[src/rtl/parking_slot_ctrl.sv]
// parking_slot_ctrl: parametrised parking-lot slot manager.
//   Synchronises NUM_SLOTS occupancy sensors, debounces five navigation
//   buttons, moves a slot cursor and runs a reserve/release/confirm FSM.
//   A reservation clears itself as soon as a car shows up in that slot.
//
// Optional feature macro: CURSOR_BLINK_EN
//   defined   : led[cursor] blinks (XOR with a free-running counter bit)
//               while a request is pending and is forced on while IDLE.
//   undefined : led is exactly sens_s | reserved.
//
// Ports:
//   clk         system clock
//   rst         asynchronous active-low reset
//   btn_l/r     raw buttons, cursor left / right
//   btn_u/d     raw buttons, request reserve / release
//   btn_c       raw button, confirm
//   sensor      raw occupancy, 1 = car present
//   led         registered sens_s | reserved
//   reserved    reservation flags
//   cursor      selected slot index
//   free_count  registered count of slots neither occupied nor reserved
//   state       0 IDLE, 1 RES_PEND, 2 REL_PEND
//   err         one-cycle pulse on a rejected confirm

// Per-button 2-FF synchroniser, debouncer and rising-edge pulse.
//   i_btn   raw button level
//   o_pulse one-cycle pulse on a rising edge of the debounced level
module psc_debounce #(
  parameter int DEB_CYCLES = 4
) (
  input  logic clk,
  input  logic rst,
  input  logic i_btn,
  output logic o_pulse
);
  localparam int DW = (DEB_CYCLES > 1) ? $clog2(DEB_CYCLES) : 1;

  logic [1:0]    r_sync;
  logic          r_deb;
  logic          r_deb_q;
  logic [DW-1:0] r_cnt;

  // r_cnt counts consecutive cycles where the synchronised level disagrees
  // with the accepted level; any agreement (a bounce) restarts it.
  always_ff @(posedge clk or negedge rst) begin
    if (!rst) begin
      r_sync  <= '0;
      r_deb   <= 1'b0;
      r_deb_q <= 1'b0;
      r_cnt   <= '0;
    end else begin
      r_sync  <= {r_sync[0], i_btn};
      r_deb_q <= r_deb;
      if (r_sync[1] == r_deb) begin
        r_cnt <= '0;
      end else if (r_cnt == DW'(DEB_CYCLES - 1)) begin
        r_deb <= r_sync[1];
        r_cnt <= '0;
      end else begin
        r_cnt <= r_cnt + 1'b1;
      end
    end
  end

  assign o_pulse = r_deb & ~r_deb_q;
endmodule

module parking_slot_ctrl #(
  parameter int NUM_SLOTS      = 16,
  parameter int DEB_CYCLES     = 500000,
  parameter int TIMEOUT_CYCLES = 50000000,
  parameter int BLINK_BIT      = 23
) (
  input  logic                           clk,
  input  logic                           rst,
  input  logic                           btn_l,
  input  logic                           btn_r,
  input  logic                           btn_u,
  input  logic                           btn_d,
  input  logic                           btn_c,
  input  logic [NUM_SLOTS-1:0]           sensor,
  output logic [NUM_SLOTS-1:0]           led,
  output logic [NUM_SLOTS-1:0]           reserved,
  output logic [$clog2(NUM_SLOTS)-1:0]   cursor,
  output logic [$clog2(NUM_SLOTS+1)-1:0] free_count,
  output logic [1:0]                     state,
  output logic                           err
);
  localparam int CURW = $clog2(NUM_SLOTS);
  localparam int CW   = $clog2(NUM_SLOTS + 1);
  localparam int TW   = $clog2(TIMEOUT_CYCLES + 1);
  localparam int NBTN = 5;

  typedef enum logic [1:0] {
    S_IDLE = 2'd0,
    S_RES  = 2'd1,
    S_REL  = 2'd2
  } state_t;

  // ---------------- buttons ----------------
  // bit order: 4 C, 3 U, 2 D, 1 L, 0 R (descending priority)
  logic [NBTN-1:0] w_btn_raw;
  logic [NBTN-1:0] w_pulse;

  assign w_btn_raw = {btn_c, btn_u, btn_d, btn_l, btn_r};

  for (genvar g = 0; g < NBTN; g++) begin : g_deb
    psc_debounce #(.DEB_CYCLES(DEB_CYCLES)) u_deb (
      .clk     (clk),
      .rst     (rst),
      .i_btn   (w_btn_raw[g]),
      .o_pulse (w_pulse[g])
    );
  end

  // Only the highest-priority pulse in a cycle acts.
  logic w_c, w_u, w_d, w_l, w_r;
  assign w_c = w_pulse[4];
  assign w_u = w_pulse[3] & ~w_pulse[4];
  assign w_d = w_pulse[2] & ~|w_pulse[4:3];
  assign w_l = w_pulse[1] & ~|w_pulse[4:2];
  assign w_r = w_pulse[0] & ~|w_pulse[4:1];

  // ---------------- sensors ----------------
  logic [NUM_SLOTS-1:0] r_sens_s1;
  logic [NUM_SLOTS-1:0] r_sens_s;

  always_ff @(posedge clk or negedge rst) begin
    if (!rst) begin
      r_sens_s1 <= '0;
      r_sens_s  <= '0;
    end else begin
      r_sens_s1 <= sensor;
      r_sens_s  <= r_sens_s1;
    end
  end

  // ---------------- FSM / cursor / reservations ----------------
  state_t               r_state, w_state_nxt;
  logic [CURW-1:0]      r_cursor, w_cur_nxt;
  logic [NUM_SLOTS-1:0] r_reserved, w_res_nxt;
  logic [TW-1:0]        r_to_cnt;
  logic                 r_err, w_err_nxt;
  logic                 w_to_load;
  logic                 w_to_hit;
  logic                 w_set, w_clr;

  assign w_to_hit = (r_to_cnt == TW'(TIMEOUT_CYCLES - 1));

  always_comb begin
    w_state_nxt = r_state;
    w_cur_nxt   = r_cursor;
    w_err_nxt   = 1'b0;
    w_to_load   = 1'b0;
    w_set       = 1'b0;
    w_clr       = 1'b0;

    // L/R move the cursor in every state; pending states also cancel below.
    if (w_l)
      w_cur_nxt = (r_cursor == '0) ? CURW'(NUM_SLOTS - 1) : r_cursor - 1'b1;
    else if (w_r)
      w_cur_nxt = (r_cursor == CURW'(NUM_SLOTS - 1)) ? '0 : r_cursor + 1'b1;

    case (r_state)
      S_IDLE: begin
        if (w_u) begin
          w_state_nxt = S_RES;
          w_to_load   = 1'b1;
        end else if (w_d) begin
          w_state_nxt = S_REL;
          w_to_load   = 1'b1;
        end else if (w_c) begin
          w_err_nxt = 1'b1;
        end
      end
      S_RES, S_REL: begin
        if (w_c) begin
          w_state_nxt = S_IDLE;
          if (r_state == S_RES) begin
            if (!r_sens_s[r_cursor] && !r_reserved[r_cursor]) w_set = 1'b1;
            else                                              w_err_nxt = 1'b1;
          end else begin
            if (r_reserved[r_cursor]) w_clr = 1'b1;
            else                      w_err_nxt = 1'b1;
          end
        end else if (w_u) begin
          w_state_nxt = S_RES;
          w_to_load   = 1'b1;
        end else if (w_d) begin
          w_state_nxt = S_REL;
          w_to_load   = 1'b1;
        end else if (w_l || w_r) begin
          w_state_nxt = S_IDLE;
        end else if (w_to_hit) begin
          w_state_nxt = S_IDLE;
        end
      end
      default: w_state_nxt = S_IDLE;
    endcase
  end

  // Confirm effect first, then auto-clear on occupied slots so that a car
  // arriving always wins over a same-cycle confirm.
  always_comb begin
    w_res_nxt = r_reserved;
    if (w_set) w_res_nxt[r_cursor] = 1'b1;
    if (w_clr) w_res_nxt[r_cursor] = 1'b0;
    w_res_nxt = w_res_nxt & ~r_sens_s;
  end

  always_ff @(posedge clk or negedge rst) begin
    if (!rst) begin
      r_state    <= S_IDLE;
      r_cursor   <= '0;
      r_reserved <= '0;
      r_err      <= 1'b0;
      r_to_cnt   <= '0;
    end else begin
      r_state    <= w_state_nxt;
      r_cursor   <= w_cur_nxt;
      r_reserved <= w_res_nxt;
      r_err      <= w_err_nxt;
      if (w_state_nxt == S_IDLE || w_to_load) r_to_cnt <= '0;
      else                                     r_to_cnt <= r_to_cnt + 1'b1;
    end
  end

  // ---------------- display ----------------
  logic [NUM_SLOTS-1:0] w_occ;
  logic [NUM_SLOTS-1:0] w_led_nxt;
  logic [CW-1:0]        w_pop;
  logic [CW-1:0]        w_free;
  logic [NUM_SLOTS-1:0] r_led;
  logic [CW-1:0]        r_free;

  assign w_occ = r_sens_s | r_reserved;

  always_comb begin
    w_pop = '0;
    for (int i = 0; i < NUM_SLOTS; i++) w_pop = w_pop + CW'(w_occ[i]);
  end

  // w_pop <= NUM_SLOTS, so this never wraps.
  assign w_free = CW'(NUM_SLOTS) - w_pop;

`ifdef CURSOR_BLINK_EN
  logic [BLINK_BIT:0] r_blink;

  always_ff @(posedge clk or negedge rst) begin
    if (!rst) r_blink <= '0;
    else      r_blink <= r_blink + 1'b1;
  end

  always_comb begin
    w_led_nxt = w_occ;
    if (r_state == S_IDLE) w_led_nxt[r_cursor] = 1'b1;
    else                   w_led_nxt[r_cursor] = w_occ[r_cursor] ^ r_blink[BLINK_BIT];
  end
`else
  assign w_led_nxt = w_occ;
`endif

  always_ff @(posedge clk or negedge rst) begin
    if (!rst) begin
      r_led  <= '0;
      r_free <= CW'(NUM_SLOTS);
    end else begin
      r_led  <= w_led_nxt;
      r_free <= w_free;
    end
  end

  assign led        = r_led;
  assign reserved   = r_reserved;
  assign cursor     = r_cursor;
  assign free_count = r_free;
  assign state      = r_state;
  assign err        = r_err;
endmodule

[config.mk]
export PLATFORM = sky130hd
export DESIGN_NAME = parking_slot_ctrl
export DESIGN_NICKNAME = d
export VERILOG_FILES = /design/src/rtl/parking_slot_ctrl.sv
export SDC_FILE = /design/constraint.sdc
export NUM_CORES = 1
export LEC_CHECK = 0
export ABC_AREA = 1
export ABC_CLOCK_PERIOD_IN_PS = 7550
export CAP_MARGIN = 15
export CORE_MARGIN = 5
export CORE_UTILIZATION = 50
export DETAILED_ROUTE_END_ITERATION = 10
export PLACE_DENSITY = 0.69
export SLEW_MARGIN = 25
export SYNTH_ARGS = -nofsm -noshare
export SYNTH_HDL_FRONTEND = slang
export SYNTH_SLANG_ARGS = --single-unit
[constraint.sdc]
create_clock -name clk -period 7.55 [get_ports clk]
set_clock_uncertainty 0.05 [all_clocks]
set_input_delay 1.8875 -clock clk [delete_from_list [all_inputs] [get_ports clk]]
set_output_delay 1.8875 -clock clk [all_outputs]
set_load 0.03 [all_outputs]
After elaboration in Yosys (flattened, before gate mapping)
Cells that the tools add are included.

Equal/unequal tests: 14. Magnitude comparators: 2. Bitwise operators: 26. Mux-type cells: 51. Reduce and logical (&&, ||, !) cells: 22. Add/sub/neg operators: 24.

Operators by type and width (count): 19-bit 2-to-1 mux (10); 19-bit by 1-bit adder with 19-bit output (second input constant) (5); 19-bit == test (second input constant) (5); 5-bit by 1-bit adder with 5-bit output (11); 16-bit AND (2); 16-bit 2-to-1 mux (2); 16-bit NOT (2); 16-bit bitwise OR (2); 26-bit by 1-bit adder with 26-bit output (second input constant) (1); 26-bit == test (second input constant) (1); 26-bit 2-to-1 mux (1); 1-bit 2-to-1 mux (21); 4-bit 2-to-1 mux (4); 2-bit 2-to-1 mux (7); 1-bit NOT (11); 2-bit AND reduction (5); 1-bit AND (9); 1-bit binary-select mux with 4-bit select (2); 4-bit by 1-bit adder with 5-bit output (1); 1-bit == test (5); 1-bit zero test (5); 4-bit by 5-bit less-than comparator with 1-bit output (second input constant) (1); 5-bit subtractor (first input constant) (1); 3-bit by 1-bit adder with 4-bit output (1); 19 further kinds (24).

Output and inout bits: 44. Input port bits: 23. Register bits after elaboration: 217.

Logic depth before layout (Yosys ltp)
Word-level depth: 17. Mapped depth: 15. Gate-level depth less buffers: 15.

Cells and area by module
Synthesis repeated with hierarchy kept, for this count alone.

Cell total of the unflattened synthesis: 1303. Area total of the unflattened synthesis: 11173.2 um2.

Modules (own cells, without submodules): parking_slot_ctrl (sequential area each 2553.7 um2, area each 5084.9 um2, cells each 555, times used 1); psc_debounce (g_deb[0].u_deb ...) (sequential area each 575.6 um2, area each 1216.2 um2, cells each 150, times used 4); psc_debounce (g_deb[4].u_deb) (sequential area each 575.6 um2, area each 1223.7 um2, cells each 148, times used 1).

Worst setup path after synthesis
No wires, ideal clock.

Kind: register to register. From: register r_reserved[4] (netlist: reserved[4]). To: register r_free[3] (netlist: free_count[3]). Path buffers: 0. Data arrival time: 4.034 ns. Cell stages (with the launch flop): 14. Clock period less this slack: 4.148 ns. Setup time: 0.064 ns. Path slack: 3.402 ns. Cell sequence: dfrtp_1 -> nor2_1 -> fa_1 -> ha_1 -> inv_1 -> fa_1 -> fa_1 -> fa_1 -> fa_1 -> inv_1 -> ha_1 -> inv_1 -> fa_1 -> inv_1.

Cells in the longest elaborated chain, start to end: 14.

Ends and longest elaborated chain: from (decl) (line 141) `logic [NUM_SLOTS-1:0] r_reserved, w_res_nxt;`; from (signal assigned) (line 221) `r_reserved <= w_res_nxt;`; 16-bit bitwise OR (line 236) `assign w_occ = r_sens_s | r_reserved;`; 4-bit by 1-bit adder with 5-bit output (line 240) `for (int i = 0; i < NUM_SLOTS; i++) w_pop = w_pop + CW'(w_occ[i]);`; 5-bit by 1-bit adder with 5-bit output (11 in a row) (line 240); 5-bit subtractor (line 244) `assign w_free = CW'(NUM_SLOTS) - w_pop;`; net w_free[3] (line 232) `logic [CW-1:0] w_free;`; to (signal assigned) (line 266) `r_free <= CW'(NUM_SLOTS);`; to (signal assigned) (line 269) `r_free <= w_free;`; to (decl) (line 234) `logic [CW-1:0] r_free;`.

The timed path passes the listed nets, and every way through them passes these cells. A chain may end at the register's enable or synchronous reset.

Worst setup path after layout
Same ends and word-level chain as after synthesis.

==> out/metrics.cfg <==
[final_layout]
fillers=1823
diodes=0
layout_common_cells=216 x dfrtp_1, 192 x nor2_1, 186 x nand2_1
fin_area_sq_um=12100
area_growth_pct=16.0
layout_commonest_cell=dfrtp_1
finalNetCount=1315
drive_above_1_share=0.0723
fin_util=0.583

[synthesis]
syn-num-nets=1230
synth_flop_cell=dfrtp_1
seq_area_frac_synth=0.519
yosys.cell_types.count=45
syn_area_sq_um=10500
synth_cells=1172
ys_ff_latch=217
ys_warn_count=0
avgSynthCellArea_sq_um=8.93
synth_edf_count=0
synth-async-reset-ratio=1.00

[worst_setup_path]
start_kind=register
critPathMaxFanout=4
critPathKind=reg2reg
required_ps=7950
cp-end-kind=register
reg2reg_from=reserved[4]
critPathArrivalTime_ps=4610
r2r_setup_slack_ps=3340
crit_start=reserved[4]

[timing]
period_needed_ps=4210
tightest_slew_ps=799
drv_slew=0
max_freq_mhz=238
timing.final.crit_share=0.557
worst_slack_ps=3340
tns_ps=0
setup_viol=0
relSlewSlack=0.467
rsz0062_at_grt=no
hold_viol=0

[power]
power.density_nw_per_um2=210
p_leak_nw=5.36
totalPowerFinal_mw=2.55
ir_worst_vdd_mv=0.154

[cts]
cts_hold_buf=0
cts_tree=built
h-tree-depth=1
numCtsBuffers=25
cts_root_buffer=clkbuf_16
cts.sink_count=217
clk_latency_ps=510
clkTransAtPathRegs_ps=60
cts_buffer_depth=3
postCtsResizedCells=0
cts_setup_buffers=0

[die]
initial_core_util=0.503
io-pin-count=67
die_area_sq_um=23900
die_y_um=155
rows=53
fp.dieW_um=155
core_sq_um=20800

[global_routing]
grt.total_usage=0.177
overflow=0
antenna_found_initial=0
grt_pass1_vias=7699
grt_pass1_wl_um=36000
grt_max_degree=109

[place]
post-place-ws_ps=3320
dpl.hpwl_um=14700
place_area_sq_um=11400
io_buffers=66
routabilityCongestion=0.874

[hold_path]
worstHoldStart=g_deb[3].u_deb.r_sync[0]
hold_path_class=reg2reg

[flow_run]
cap_violations=0

[detailed_routing]
wirelength_um=20500
wire_per_inst_um=13.2
ant_nets=0
vias_per_cell=4.99
via_count=7717
drc_errors=0
drt_iter0_drc=367
firstDrtPassIters=6

[run_status]
status=completed

critical path, cell delays in order (launching register included):
cell	delay, ps
dfrtp_1	400
nor2_1	240
fa_1	440
ha_1	210
inv_1	80
fa_1	460
fa_1	460
fa_1	500
fa_1	560
inv_1	50
ha_1	180
inv_1	60
fa_1	400
inv_1	60
cells in the mapped netlist (all sizes together), types with 3 or more instances:
library cell | n | area share
nor3 | 39 | 0.020
o211ai | 5 | 0.0036
xor2 | 37 | 0.031
buf | 10 | 0.0097
o22ai | 3 | 0.0018
nand2 | 192 | 0.071
nor3b | 6 | 0.0043
a211oi | 7 | 0.0050
nor2 | 223 | 0.098
dfrtp | 216 | 0.52
nand3 | 46 | 0.023
fa | 11 | 0.021
nand4 | 29 | 0.017
xnor2 | 12 | 0.010
or2 | 6 | 0.0036
o21bai | 8 | 0.0057
ha | 24 | 0.029
a21oi | 59 | 0.028
inv | 169 | 0.061
nor4 | 12 | 0.0072
o21ai | 45 | 0.023
mux2 | 3 | 0.0032
cells by family after synthesis:
group / after synthesis / share of synthesized area
buffers and inverters: 181 / 0.0710
xor gates and xnor gates: 49 / 0.0410
AOI/OAI and AO/OA: 131 / 0.0698
and+or+nand+nor: 556 / 0.247
adders and majority gates: 35 / 0.0497
muxes: 3 / 0.00323
DFF: 217 / 0.519
state kept, by name, summed over array words and instances, names as in the netlist, 2 cells and up:
register             count
state                    2
g_deb.u_deb.r_sync      10
r_sens_s                16
free_count               5
g_deb.u_deb.r_deb        5
g_deb.u_deb.r_cnt       95
reserved                16
g_deb.u_deb.r_deb_q      5
cursor                   4
led                     16
r_to_cnt                26
r_sens_s1               16
report_power, final:
group / leakage, nW / internal (mW) / switching (mW)
sequential: 2.87 / 1.20 / 0.0163
combinational: 2.12 / 0.101 / 0.145
clock: 0.366 / 0.637 / 0.450
worst paths after layout:
kind | to | cells past startpoint
min in group asynchronous | led[0] | 1
worst min register to register | g_deb[3].u_deb.r_sync[1] | 0
worst min-delay path | g_deb[3].u_deb.r_sync[1] | 0
worst max register to register | free_count[3] | 13
max in group asynchronous | led[5] | 2
worst max-delay path | free_count[3] | 13
area by class of cell:
cell class	instances	area, sq um	area share
well taps	275	344	0.0283
clock inverters	7	46.3	0.00381
inverters	170	638	0.0526
clock buffers	35	693	0.0571
flip-flops and latches	217	5430	0.447
multi-input cells	774	4300	0.354
repair buffers	69	692	0.0570
metrics by stage:
step                      std cells  hold WS (ps)
after floorplan                1172           281
after global placement         1505           284
after detailed placement       1505           285
after CTS                      1547           298
after global routing           1547           305
final                          1547           295
per-layer routing:
layer,share of wire,track usage
met4,0.030,0.0542
met2,0.47,0.292
met3,0.041,0.0294
met5,0,0
met1,0.46,0.242
No activity file was read; power rests on OpenSTA's default activity.
